`config.mk`:
```
export PLATFORM = sky130hd
export DESIGN_NAME = mmio_mem_ctrl
export DESIGN_NICKNAME = d
export VERILOG_FILES = /design/src/rtl/mmio_pkg.sv /design/src/rtl/sync_fifo.sv /design/src/rtl/mmio_mem_ctrl.sv
export SDC_FILE = /design/constraint.sdc
export NUM_CORES = 1
export LEC_CHECK = 0
export BUFFER_PORTS_ARGS = -buffer_cell sky130_fd_sc_hd__clkbuf_2
export CORE_ASPECT_RATIO = 0.8
export CORE_MARGIN = 3
export CORE_UTILIZATION = 30
export CTS_CLUSTER_DIAMETER = 80
export CTS_CLUSTER_SIZE = 40
export DETAILED_ROUTE_END_ITERATION = 8
export GPL_TIMING_DRIVEN = 0
export PLACE_DENSITY = 0.55
export REMOVE_ABC_BUFFERS = 1
export SETUP_SLACK_MARGIN = 0.1
export SYNTH_ARGS = -nofsm -noshare
export SYNTH_HDL_FRONTEND = slang
export SYNTH_SLANG_ARGS = --single-unit
```
`constraint.sdc`:
```
create_clock -name clk -period 7.85 [get_ports clk]
set_input_delay 0.785 -clock clk [delete_from_list [all_inputs] [get_ports clk]]
set_output_delay 0.785 -clock clk [all_outputs]
set_load 0.01 [all_outputs]
```
`src/rtl/mmio_pkg.sv`:
```
// Shared constants and pure helpers for the MMIO memory controller: region decode,
// IO register offsets, funct3 encodings, store-lane alignment and load extraction.
package mmio_pkg;

  localparam logic [2:0] LB  = 3'b000;
  localparam logic [2:0] LH  = 3'b001;
  localparam logic [2:0] LW  = 3'b010;
  localparam logic [2:0] LBU = 3'b100;
  localparam logic [2:0] LHU = 3'b101;
  localparam logic [2:0] SB  = 3'b000;
  localparam logic [2:0] SH  = 3'b001;
  localparam logic [2:0] SW  = 3'b010;

  typedef enum logic [1:0] {RegNone, RegDmem, RegBios, RegIo} region_e;

  localparam logic [3:0] RegionImemFetch = 4'b0001;
  localparam logic [3:0] RegionBios      = 4'b0100;
  localparam logic [3:0] RegionIo        = 4'b1000;

  localparam logic [31:0] IoStatus   = 32'h8000_0000;
  localparam logic [31:0] IoRxData   = 32'h8000_0004;
  localparam logic [31:0] IoTxData   = 32'h8000_0008;
  localparam logic [31:0] IoTxLevel  = 32'h8000_000C;
  localparam logic [31:0] IoCycles   = 32'h8000_0010;
  localparam logic [31:0] IoInsts    = 32'h8000_0014;
  localparam logic [31:0] IoCntClr   = 32'h8000_0018;
  localparam logic [31:0] IoBtnEmpty = 32'h8000_0020;
  localparam logic [31:0] IoBtnData  = 32'h8000_0024;
  localparam logic [31:0] IoSwitches = 32'h8000_0028;
  localparam logic [31:0] IoLeds     = 32'h8000_0030;

  function automatic logic is_dmem(input logic [3:0] top);
    return (top[3:2] == 2'b00) && top[0];
  endfunction

  function automatic logic is_imem(input logic [3:0] top);
    return top[3:1] == 3'b001;
  endfunction

  // IMEM is write-only from the data side, so it never appears as a load source.
  function automatic region_e load_region(input logic [3:0] top);
    if (is_dmem(top)) return RegDmem;
    if (top == RegionBios) return RegBios;
    if (top == RegionIo) return RegIo;
    return RegNone;
  endfunction

  function automatic logic misaligned_access(input logic [2:0] f3, input logic [1:0] off);
    case (f3[1:0])
      2'b01:   return off[0];
      2'b10:   return off != 2'b00;
      default: return 1'b0;
    endcase
  endfunction

  function automatic logic [3:0] store_mask(input logic [2:0] f3, input logic [1:0] off);
    case (f3)
      SB:      return 4'b0001 << off;
      SH:      return off[1] ? 4'b1100 : 4'b0011;
      SW:      return 4'b1111;
      default: return 4'b0000;
    endcase
  endfunction

  function automatic logic [31:0] store_align(input logic [2:0] f3, input logic [31:0] wdata);
    case (f3)
      SB:      return {4{wdata[7:0]}};
      SH:      return {2{wdata[15:0]}};
      default: return wdata;
    endcase
  endfunction

  function automatic logic [31:0] load_extract(input logic [2:0] f3, input logic [1:0] off,
                                               input logic [31:0] word);
    logic [31:0] sh;
    sh = word >> {off, 3'b000};
    case (f3)
      LB:      return {{24{sh[7]}}, sh[7:0]};
      LH:      return {{16{sh[15]}}, sh[15:0]};
      LW:      return word;
      LBU:     return {24'd0, sh[7:0]};
      LHU:     return {16'd0, sh[15:0]};
      default: return 32'd0;
    endcase
  endfunction

endpackage

```
`src/rtl/sync_fifo.sv`:
```
// Single-clock FIFO with occupancy level; a push while full is dropped even if a pop
// happens in the same cycle.
module sync_fifo #(
  parameter int unsigned WIDTH = 8,
  parameter int unsigned DEPTH = 4
) (
  input  logic                       clk,
  input  logic                       rst,
  input  logic                       push,
  input  logic [WIDTH-1:0]           din,
  input  logic                       pop,
  output logic [WIDTH-1:0]           dout,
  output logic                       full,
  output logic                       empty,
  output logic [$clog2(DEPTH):0]     level
);

  localparam int unsigned AW = $clog2(DEPTH);

  logic [WIDTH-1:0] mem_q [DEPTH];
  logic [AW-1:0]    wptr_q, rptr_q;
  logic [AW:0]      cnt_q;
  logic             push_ok, pop_ok;

  assign full    = cnt_q == (AW+1)'(DEPTH);
  assign empty   = cnt_q == '0;
  assign level   = cnt_q;
  assign dout    = mem_q[rptr_q];
  assign push_ok = push && !full;
  assign pop_ok  = pop && !empty;

  always_ff @(posedge clk) begin
    if (rst) begin
      wptr_q <= '0;
      rptr_q <= '0;
      cnt_q  <= '0;
    end else begin
      if (push_ok) wptr_q <= wptr_q + 1'b1;
      if (pop_ok)  rptr_q <= rptr_q + 1'b1;
      if (push_ok && !pop_ok)      cnt_q <= cnt_q + 1'b1;
      else if (pop_ok && !push_ok) cnt_q <= cnt_q - 1'b1;
    end
  end

  always_ff @(posedge clk) begin
    if (push_ok) mem_q[wptr_q] <= din;
  end

endmodule

```
`src/rtl/mmio_mem_ctrl.sv`:
```
// Memory controller between the RV32 pipeline and BIOS/IMEM/DMEM/MMIO: byte-lane stores,
// extended sub-word loads, misalignment detection, counters and a buffered UART TX path.
module mmio_mem_ctrl
  import mmio_pkg::*;
#(
  parameter int unsigned LED_WIDTH = 6,
  parameter int unsigned SW_WIDTH  = 2,
  parameter int unsigned BTN_WIDTH = 3,
  parameter int unsigned CNT_WIDTH = 32,
  parameter int unsigned TX_DEPTH  = 4
) (
  input  logic                 clk,
  input  logic                 rst,
  input  logic [31:0]          if_pc,
  output logic [31:0]          instruction,
  input  logic [31:0]          ma_pc,
  input  logic [31:0]          ma_addr,
  input  logic [31:0]          ma_wdata,
  input  logic [2:0]           ma_funct3,
  input  logic                 ma_store,
  input  logic                 ma_load,
  input  logic                 inst_retired,
  output logic [31:0]          ma_load_data,
  output logic                 misaligned,
  input  logic [31:0]          bios_outa,
  input  logic [31:0]          bios_outb,
  input  logic [31:0]          dmem_out,
  input  logic [31:0]          imem_outb,
  output logic [3:0]           dmem_we,
  output logic [3:0]           imem_we,
  output logic [31:0]          mem_din,
  output logic [7:0]           uart_din,
  output logic                 uart_din_valid,
  input  logic                 uart_din_ready,
  input  logic [7:0]           uart_dout,
  input  logic                 uart_dout_valid,
  output logic                 uart_dout_ready,
  input  logic                 buttons_fifo_empty,
  input  logic [BTN_WIDTH-1:0] buttons_fifo_data,
  output logic                 buttons_fifo_rd_en,
  input  logic [SW_WIDTH-1:0]  switches,
  output logic [LED_WIDTH-1:0] leds
);

  localparam int unsigned TxLvlW = $clog2(TX_DEPTH) + 1;

  logic [3:0]           ma_top;
  logic [1:0]           ma_off;
  logic [29:0]          io_word;
  logic                 mis, st_ok, ld_ok;
  logic                 tx_push, tx_pop, tx_full, tx_empty;
  logic [TxLvlW-1:0]    tx_level;
  logic                 cnt_clr, led_we, status_rd;
  logic [CNT_WIDTH-1:0] cycle_q, cycle_d, inst_q, inst_d;
  logic [LED_WIDTH-1:0] leds_q, leds_d;
  logic                 overflow_q, overflow_d;
  logic [31:0]          io_rdata, rd_io_q, rd_word;
  region_e              rd_region_q, rd_region_d;
  logic [1:0]           rd_off_q;
  logic [2:0]           rd_funct3_q;
  logic                 unused_pc;

  assign unused_pc = ^{ma_pc[31], ma_pc[29:0], if_pc[27:0]};

  assign ma_top  = ma_addr[31:28];
  assign ma_off  = ma_addr[1:0];
  assign io_word = ma_addr[31:2];

  // A simultaneous load+store behaves as a store; the load half is squashed.
  assign mis        = (ma_load || ma_store) && misaligned_access(ma_funct3, ma_off);
  assign misaligned = mis;
  assign st_ok      = ma_store && !mis;
  assign ld_ok      = ma_load && !ma_store && !mis;

  assign mem_din = store_align(ma_funct3, ma_wdata);
  assign dmem_we = (st_ok && is_dmem(ma_top)) ? store_mask(ma_funct3, ma_off) : 4'b0000;
  assign imem_we = (st_ok && is_imem(ma_top) && ma_pc[30]) ? store_mask(ma_funct3, ma_off)
                                                           : 4'b0000;

  always_comb begin
    case (if_pc[31:28])
      RegionImemFetch: instruction = imem_outb;
      RegionBios:      instruction = bios_outb;
      default:         instruction = 32'd0;
    endcase
  end

  assign tx_push            = st_ok && (io_word == IoTxData[31:2]);
  assign cnt_clr            = st_ok && (io_word == IoCntClr[31:2]);
  assign led_we             = st_ok && (io_word == IoLeds[31:2]);
  assign status_rd          = ld_ok && (io_word == IoStatus[31:2]);
  assign uart_dout_ready    = ld_ok && (io_word == IoRxData[31:2]);
  assign buttons_fifo_rd_en = ld_ok && (io_word == IoBtnData[31:2]) && !buttons_fifo_empty;

  assign tx_pop         = !tx_empty && uart_din_ready;
  assign uart_din_valid = !tx_empty;

  sync_fifo #(
    .WIDTH(8),
    .DEPTH(TX_DEPTH)
  ) u_tx_fifo (
    .clk  (clk),
    .rst  (rst),
    .push (tx_push),
    .din  (ma_wdata[7:0]),
    .pop  (tx_pop),
    .dout (uart_din),
    .full (tx_full),
    .empty(tx_empty),
    .level(tx_level)
  );

  // IO snapshot taken at the MA edge, so counters read their pre-increment value.
  always_comb begin
    io_rdata = '0;
    case (io_word)
      IoStatus[31:2]:   io_rdata[2:0] = {overflow_q, uart_dout_valid, !tx_full};
      IoRxData[31:2]:   io_rdata[7:0] = uart_dout;
      IoTxLevel[31:2]:  io_rdata[TxLvlW-1:0] = tx_level;
      IoCycles[31:2]:   io_rdata[CNT_WIDTH-1:0] = cycle_q;
      IoInsts[31:2]:    io_rdata[CNT_WIDTH-1:0] = inst_q;
      IoBtnEmpty[31:2]: io_rdata[0] = buttons_fifo_empty;
      IoBtnData[31:2]:  io_rdata[BTN_WIDTH-1:0] = buttons_fifo_data;
      IoSwitches[31:2]: io_rdata[SW_WIDTH-1:0] = switches;
      IoLeds[31:2]:     io_rdata[LED_WIDTH-1:0] = leds_q;
      default:          io_rdata = '0;
    endcase
  end

  always_comb begin
    cycle_d = cnt_clr ? '0 : cycle_q + 1'b1;
    inst_d  = cnt_clr ? '0 : (inst_retired ? inst_q + 1'b1 : inst_q);
    leds_d  = led_we ? ma_wdata[LED_WIDTH-1:0] : leds_q;
    overflow_d = overflow_q;
    if (status_rd)          overflow_d = 1'b0;
    if (tx_push && tx_full) overflow_d = 1'b1;
    rd_region_d = ld_ok ? load_region(ma_top) : RegNone;
  end

  always_ff @(posedge clk) begin
    if (rst) begin
      cycle_q     <= '0;
      inst_q      <= '0;
      leds_q      <= '0;
      overflow_q  <= 1'b0;
      rd_region_q <= RegNone;
      rd_off_q    <= '0;
      rd_funct3_q <= '0;
      rd_io_q     <= '0;
    end else begin
      cycle_q     <= cycle_d;
      inst_q      <= inst_d;
      leds_q      <= leds_d;
      overflow_q  <= overflow_d;
      rd_region_q <= rd_region_d;
      rd_off_q    <= ma_off;
      rd_funct3_q <= ma_funct3;
      rd_io_q     <= io_rdata;
    end
  end

  always_comb begin
    case (rd_region_q)
      RegDmem: rd_word = dmem_out;
      RegBios: rd_word = bios_outa;
      RegIo:   rd_word = rd_io_q;
      default: rd_word = 32'd0;
    endcase
    ma_load_data = load_extract(rd_funct3_q, rd_off_q, rd_word);
  end

  assign leds = leds_q;

endmodule
```
==> metrics.txt, run 1 <==
outcome=completed; routed wire length=32.5 mm; gr ovfl total=0; Post-CTS Setup Bufs=0; Total GRT Usage=between 10% and 20%; count of cell types in the netlist=68; CP arrival=3.77 ns; fin crit period=around 4.6 ns; top-area cell type share of the netlist area=approximately 27%; PortBufs=roughly 340; Max-cap violations=0; Int Power=1.38 mW; Placer Congestion=between 0.8 and 0.9; worst hold path type=reg -> reg; ant diodes=0; row count=55; Peak VDD IR=0.165 mV; Comb pwr share=a little under an eighth; final setup vio count=0; Worst path max stage delay=1.01 ns; Startpoint Class=flop; slowest stage cell, crit path=dfxtp_1; CTS tree=done; Clock power frac=44.6%; clk_skew=0.0112 ns; flops & latches, synth=151; CP max FO=22; core area=28,700 um^2; overall power=approximately 1.8 mW; EDFF count, synth=32; Post-route DRC=0; CP Capture Type=output port; Die H=160 um; Yosys top cell by area=dfxtp_1; Synth area leaders=dfxtp_1, edfxtp_1, nor2_1; switching part of the total=25.2%; P_sw=0.463 mW; first-pass GRT wire length=48.9 mm; sequential power share=43.7%; ys flop type=dfxtp_1; clk buf depth=2; normalized max-slew margin=roughly 18%; crit-path cells=inv_1 > mux4_2 > o32ai_1 > nand2_1 > o2111ai_1 > clkbuf_2; chip width=198 um; most instantiated cells after synthesis=nor2_1, dfxtp_1, nand2_1; largest net degree at the start of global routing=between 50 and 60; worst skew pair latency=between 0.4 and 0.5 ns; per-cell routed wire length=19.4 um; number of fill cells=2,946; sequential element share of the synthesized area=37.6%; CTS Sinks=between 150 and 200; Iter 0 DRT Violations=500; power per cell area=161 nW/um^2; CTS clk-pin slew, worst paths=0.06 ns; H-tree depth=4; number of CTS-inserted buffers=17; final slew viol count=0; post-cts resize count=0; Clock Tree Root=clkbuf_16; unrepaired setup endpoints after global routing=no; Tcrit/Tclk final=58.0%; Synth Instances=995; dpl hpwl=25.6 mm; via count=between 8,000 and 9,000; Avg Inst Size Synth=8.93 um^2; leak pwr=4.48 nW; count leader, synth=nor2_1; CP required=7.07 ns; cts hold-fix bufs=0; DRT Pass-1 Iters=5; Area Growth Syn to Fin=28.9%; die area=31,700 um^2; Ys Warns=0; NumNets Final=approximately 1,600; setup TNS=0 ns; initial antenna violation count=2; layout cell share with drive strength beyond 1=around 33%; Via density=5.20; Worst Setup Path Type=reg -> out; Routed Antenna Nets=0; Fin. Hold Viols=0; vias in the first global route=about 8,400; synthesized area=8880 um^2; Initial Util=30.9%; I/O pins=402; Slew @ Worst Pin=1.23 ns; achievable frequency=220 MHz; Synth async-reset ratio=0%
-- routing by layer --
layer / GRT usage [%] / vias to the layer above / share of wire, %
li1: - / 4227 / -
met1: 25.5 / 4130 / 44
met2: 33.7 / 308 / 48
met3: 4.72 / 36 / 7.1
met4: 4.28 / 4 / 1.3
met5: 0 / - / 0.059
-- worst max-delay path: cells and delay by family, from the launching register on --
family                 cells  cell delay (ns)
multiplexers               1             0.64
buffers and inverters      2             0.89
AND/OR/NAND/NOR            1             0.33
flip-flops                 1             1.01
AO/OA/AOI/OAI              2             0.45
-- final timing paths --
kind / from / end / slack (ns) / cells past startpoint
worst max-delay path: rd_region_q[1] / ma_load_data[15] / 3.29 / 6
worst min-delay path: cycle_q[0] / cycle_q[0] / 0.48 / 1
worst max register to register: u_tx_fifo.level[0] / u_tx_fifo.level[2] / 5.23 / 9
worst min register to register: cycle_q[0] / cycle_q[0] / 0.48 / 1
-- final cells by class --
type / instances / area, um^2 / share of cell area, %
multi-input cells: 746 / 5120 / 44.8
flip-flops and latches: 151 / 3340 / 29.2
repair buffers: 352 / 1840 / 16.1
well taps: 370 / 463 / 4.05
clock buffers: 20 / 457 / 3.99
clock inverters: 12 / 129 / 1.13
inverters: 23 / 86.3 / 0.754
-- metrics by stage --
step	hold WS, ns	util (%)	instances	setup WS (ns)	area (um^2)
global route	0.521	39.9	1674	3.02	11400
global placement	0.465	37.3	1632	1.72	10700
CTS	0.487	39.9	1674	3.22	11400
detailed placement	0.471	37.8	1642	3.69	10900
finish	0.483	39.9	1674	3.29	11400
floorplan	0.427	-	920	3.24	8520
-- state kept, by name, indices dropped and copies added (netlist names), named ones only --
name and cells:
rd_region_q 2, leds 6, inst_q 32, rd_off_q 2, rd_io_q 32, u_tx_fifo.level 3
rd_funct3_q 3, u_tx_fifo.wptr_q 2, u_tx_fifo.rptr_q 2, u_tx_fifo.mem_q 32, overflow_q 1, cycle_q 32
-- layout by cell type, fill, tap and decap left out, drive strengths merged, types with 31 or more instances in the layout --
master,netlist,routed
xnor2,53,53
nor2,147,147
a22o,43,43
clkbuf,42,362
nor3,31,31
o21ai,34,34
edfxtp,32,32
mux2i,51,51
a21oi,37,37
nand2,77,77
dfxtp,119,119
-- power groups by stage --
stage | logic [mW] | clock network [mW] | registers, mW
2_1_floorplan | 0.0865 | 0 | 0.819
3_3_place_gp | 0.211 | 0 | 0.822
3_5_place_dp | 0.216 | 0 | 0.821
4_1_cts | 0.217 | 0.838 | 0.804
5_1_grt | 0.235 | 0.865 | 0.804
6_report | 0.215 | 0.819 | 0.804
-- cells by family (layout without fill, tap and decap cells) --
group,after synthesis,count (layout),share of synthesized area (%)
flops,151,151,37.6
mux,77,77,10.4
simple gates,386,386,22.0
buf+inv,98,407,5.06
fa+ha+maj,11,11,1.63
xor+xnor,68,68,6.71
compound gates,204,204,16.6
Power figures use the tool's default switching activity.
==> inputs of run 2 (changes only) <==
==> constraint.sdc (replaced) <==
create_clock -name clk -period 4.2 [get_ports clk]
set_input_delay 0.42 -clock clk [delete_from_list [all_inputs] [get_ports clk]]
set_output_delay 0.42 -clock clk [all_outputs]
set_load 0.01 [all_outputs]
==> run 2 against run 1 <==
Net effect: core utilization barely moved; largest power group unchanged; highest routed layer unchanged; critical path type unchanged; worst hold slack got worse by 0.26 ns; non-clock buffer count did not move; combinational power rose by 87%.
==> metrics.txt, run 2 (synthesis results as in run 1) <==
power per cell area=300 nW/um^2 (+87%); initial antenna violation count=2 (unchanged); CP max FO=23 (+4.5%); Tcrit/Tclk final=a little over nine tenths; Via density=5.19 (-0.20%); CTS clk-pin slew, worst paths=0.06 ns (about the same); Placer Congestion=0.812 (unchanged); DRT Pass-1 Iters=5 (unchanged); PortBufs=342 (unchanged); Die H=160 um (unchanged); cts hold-fix bufs=0 (unchanged); setup slack, reg-to-reg=1.58 ns (-3.65 ns); most frequent cells in the layout=clkbuf_2, nor2_1, dfxtp_1; first-pass GRT wire length=48.9 mm (unchanged); fin crit period=3.96 ns; CTS Sinks=151 (unchanged); Routed Antenna Nets=0 (unchanged); Worst path max stage delay=0.83 ns (-0.18 ns); Clock Tree Root=clkbuf_16; final setup vio count=0 (unchanged); Initial Util=30.9% (unchanged); Startpoint Class=flop; via count=8,688 (-0.20%); final slew viol count=0 (unchanged); outcome=completed; Total GRT Usage=19.8% (unchanged); CP Capture Type=output port; Worst R2R Start=u_tx_fifo.level[0]; achievable frequency=253 MHz; Area Growth Syn to Fin=28.9% (about the same); die area=31,700 um^2 (unchanged); routed wire length=32.5 mm (+0.14%); per-cell routed wire length=19.4 um (+0.14%); worst hold path type=in -> reg; leading cell type in the layout, fill and taps excluded=clkbuf_2; CP arrival=3.54 ns (-0.23 ns); CP Buf/Inv Count=1 (-1); WHS=0.219 ns (-0.264 ns); Worst Setup Path Type=reg -> out; leak pwr=4.48 nW (about the same); I/O pins=402 (unchanged); clk buf depth=2 (unchanged); Post-route DRC=0 (unchanged); Crit path max-delay family=compound AO/OA/AOI/OAI gates; row count=55 (unchanged); number of fill cells=2,944 (-0.068%); gr ovfl total=0 (unchanged); Iter 0 DRT Violations=464 (-7.2%); largest net degree at the start of global routing=59 (unchanged); core area=28,700 um^2 (unchanged); CTS tree=done; number of CTS-inserted buffers=17 (unchanged); NumNets Final=1,582 (unchanged); worst skew pair latency=0.43 ns (about the same); clk_skew=0.0110 ns (-0.000230 ns); ant diodes=0 (unchanged); Post-Place Worst Slack=0.403 ns (-3.29 ns); crit-path cells=nor3b_4 > nor2_1 > a211oi_1 > a21oi_1 > o22ai_1 > clkbuf_2; Slew @ Worst Pin=1.24 ns (+0.0102 ns); layout cell share with drive strength beyond 1=33.5% (+0.077 points); vias in the first global route=8,440 (unchanged); normalized max-slew margin=17.3% (-0.68 points); H-tree depth=4 (unchanged); unrepaired setup endpoints after global routing=no; chip width=198 um (unchanged); Fin. Hold Viols=0 (unchanged); Peak VDD IR=0.309 mV (+88%); Max-cap violations=0 (unchanged); Crit. Startpoint=rd_funct3_q[1]; PnR worst setup slack=0.240 ns (-3.05 ns); worst hold start=uart_dout[4]; dpl hpwl=25.6 mm (unchanged); CP required=3.78 ns (-3.29 ns); slowest stage cell, crit path=dfxtp_1
==> run 2: power by group <==
part / total [mW] / internal [mW] / switching [mW]
clock network: 1.53 / 0.905 / 0.630
logic: 0.403 / 0.180 / 0.223
registers: 1.50 / 1.49 / 0.0161
total: 3.44 / 2.57 / 0.870
==> run 2: tightest hold or removal path, delay by kind of cell <==
kind / cells / cell delay [ns]
compound gates: 1 / 0.05
buf+inv: 1 / 0.09
simple gates: 1 / 0.04
==> run 2: what timing repair did <==
| action | in CTS | in global routing |
|---|---|---|
| cloned | 0 | 0 |
| setup endpoints to repair | 24 | 1 |
| resized for setup | 1 | 1 |
| pin swaps | 0 | 0 |
| buffers inserted | 0 | 0 |
==> run 2: path summary, 6_finish.rpt <==
kind,endpoint,depth (start not counted)
setup / recovery,ma_load_data[1],6
hold / removal,rd_io_q[4],3
setup reg to reg,u_tx_fifo.level[2],9
hold reg to reg,cycle_q[0],1
==> run 2: final cells by class <==
class	count	area [um^2]	area share, %
Inverter	23	86.3	0.754
Clock buffer	20	457	3.99
Multi-Input combinational cell	746	5130	44.8
Tap cell	370	463	4.04
Sequential cell	151	3350	29.2
Timing Repair Buffer	352	1840	16.1
Clock inverter	12	129	1.13
==> run 2: per-layer routing <==
layer / part of all wire (%) / GRT usage (%)
met5: 0.071 / 0
met4: 1.4 / 4.28
met3: 7.4 / 4.72
met2: 48 / 33.7
met1: 43 / 25.5
==> run 2: through the flow <==
| step | utilization, % | cell area, um^2 | setup TNS, ns | power, mW | instances |
|---|---|---|---|---|---|
| after floorplan | - | 8520 | 0 | 1.69 | 920 |
| after global placement | 37.3 | 10700 | -120.80 | 1.93 | 1632 |
| after detailed placement | 37.8 | 10900 | 0 | 1.94 | 1642 |
| after CTS | 39.9 | 11400 | 0 | 3.47 | 1674 |
| after global routing | 39.9 | 11500 | 0 | 3.56 | 1674 |
| final | 39.9 | 11500 | 0 | 3.44 | 1674 |
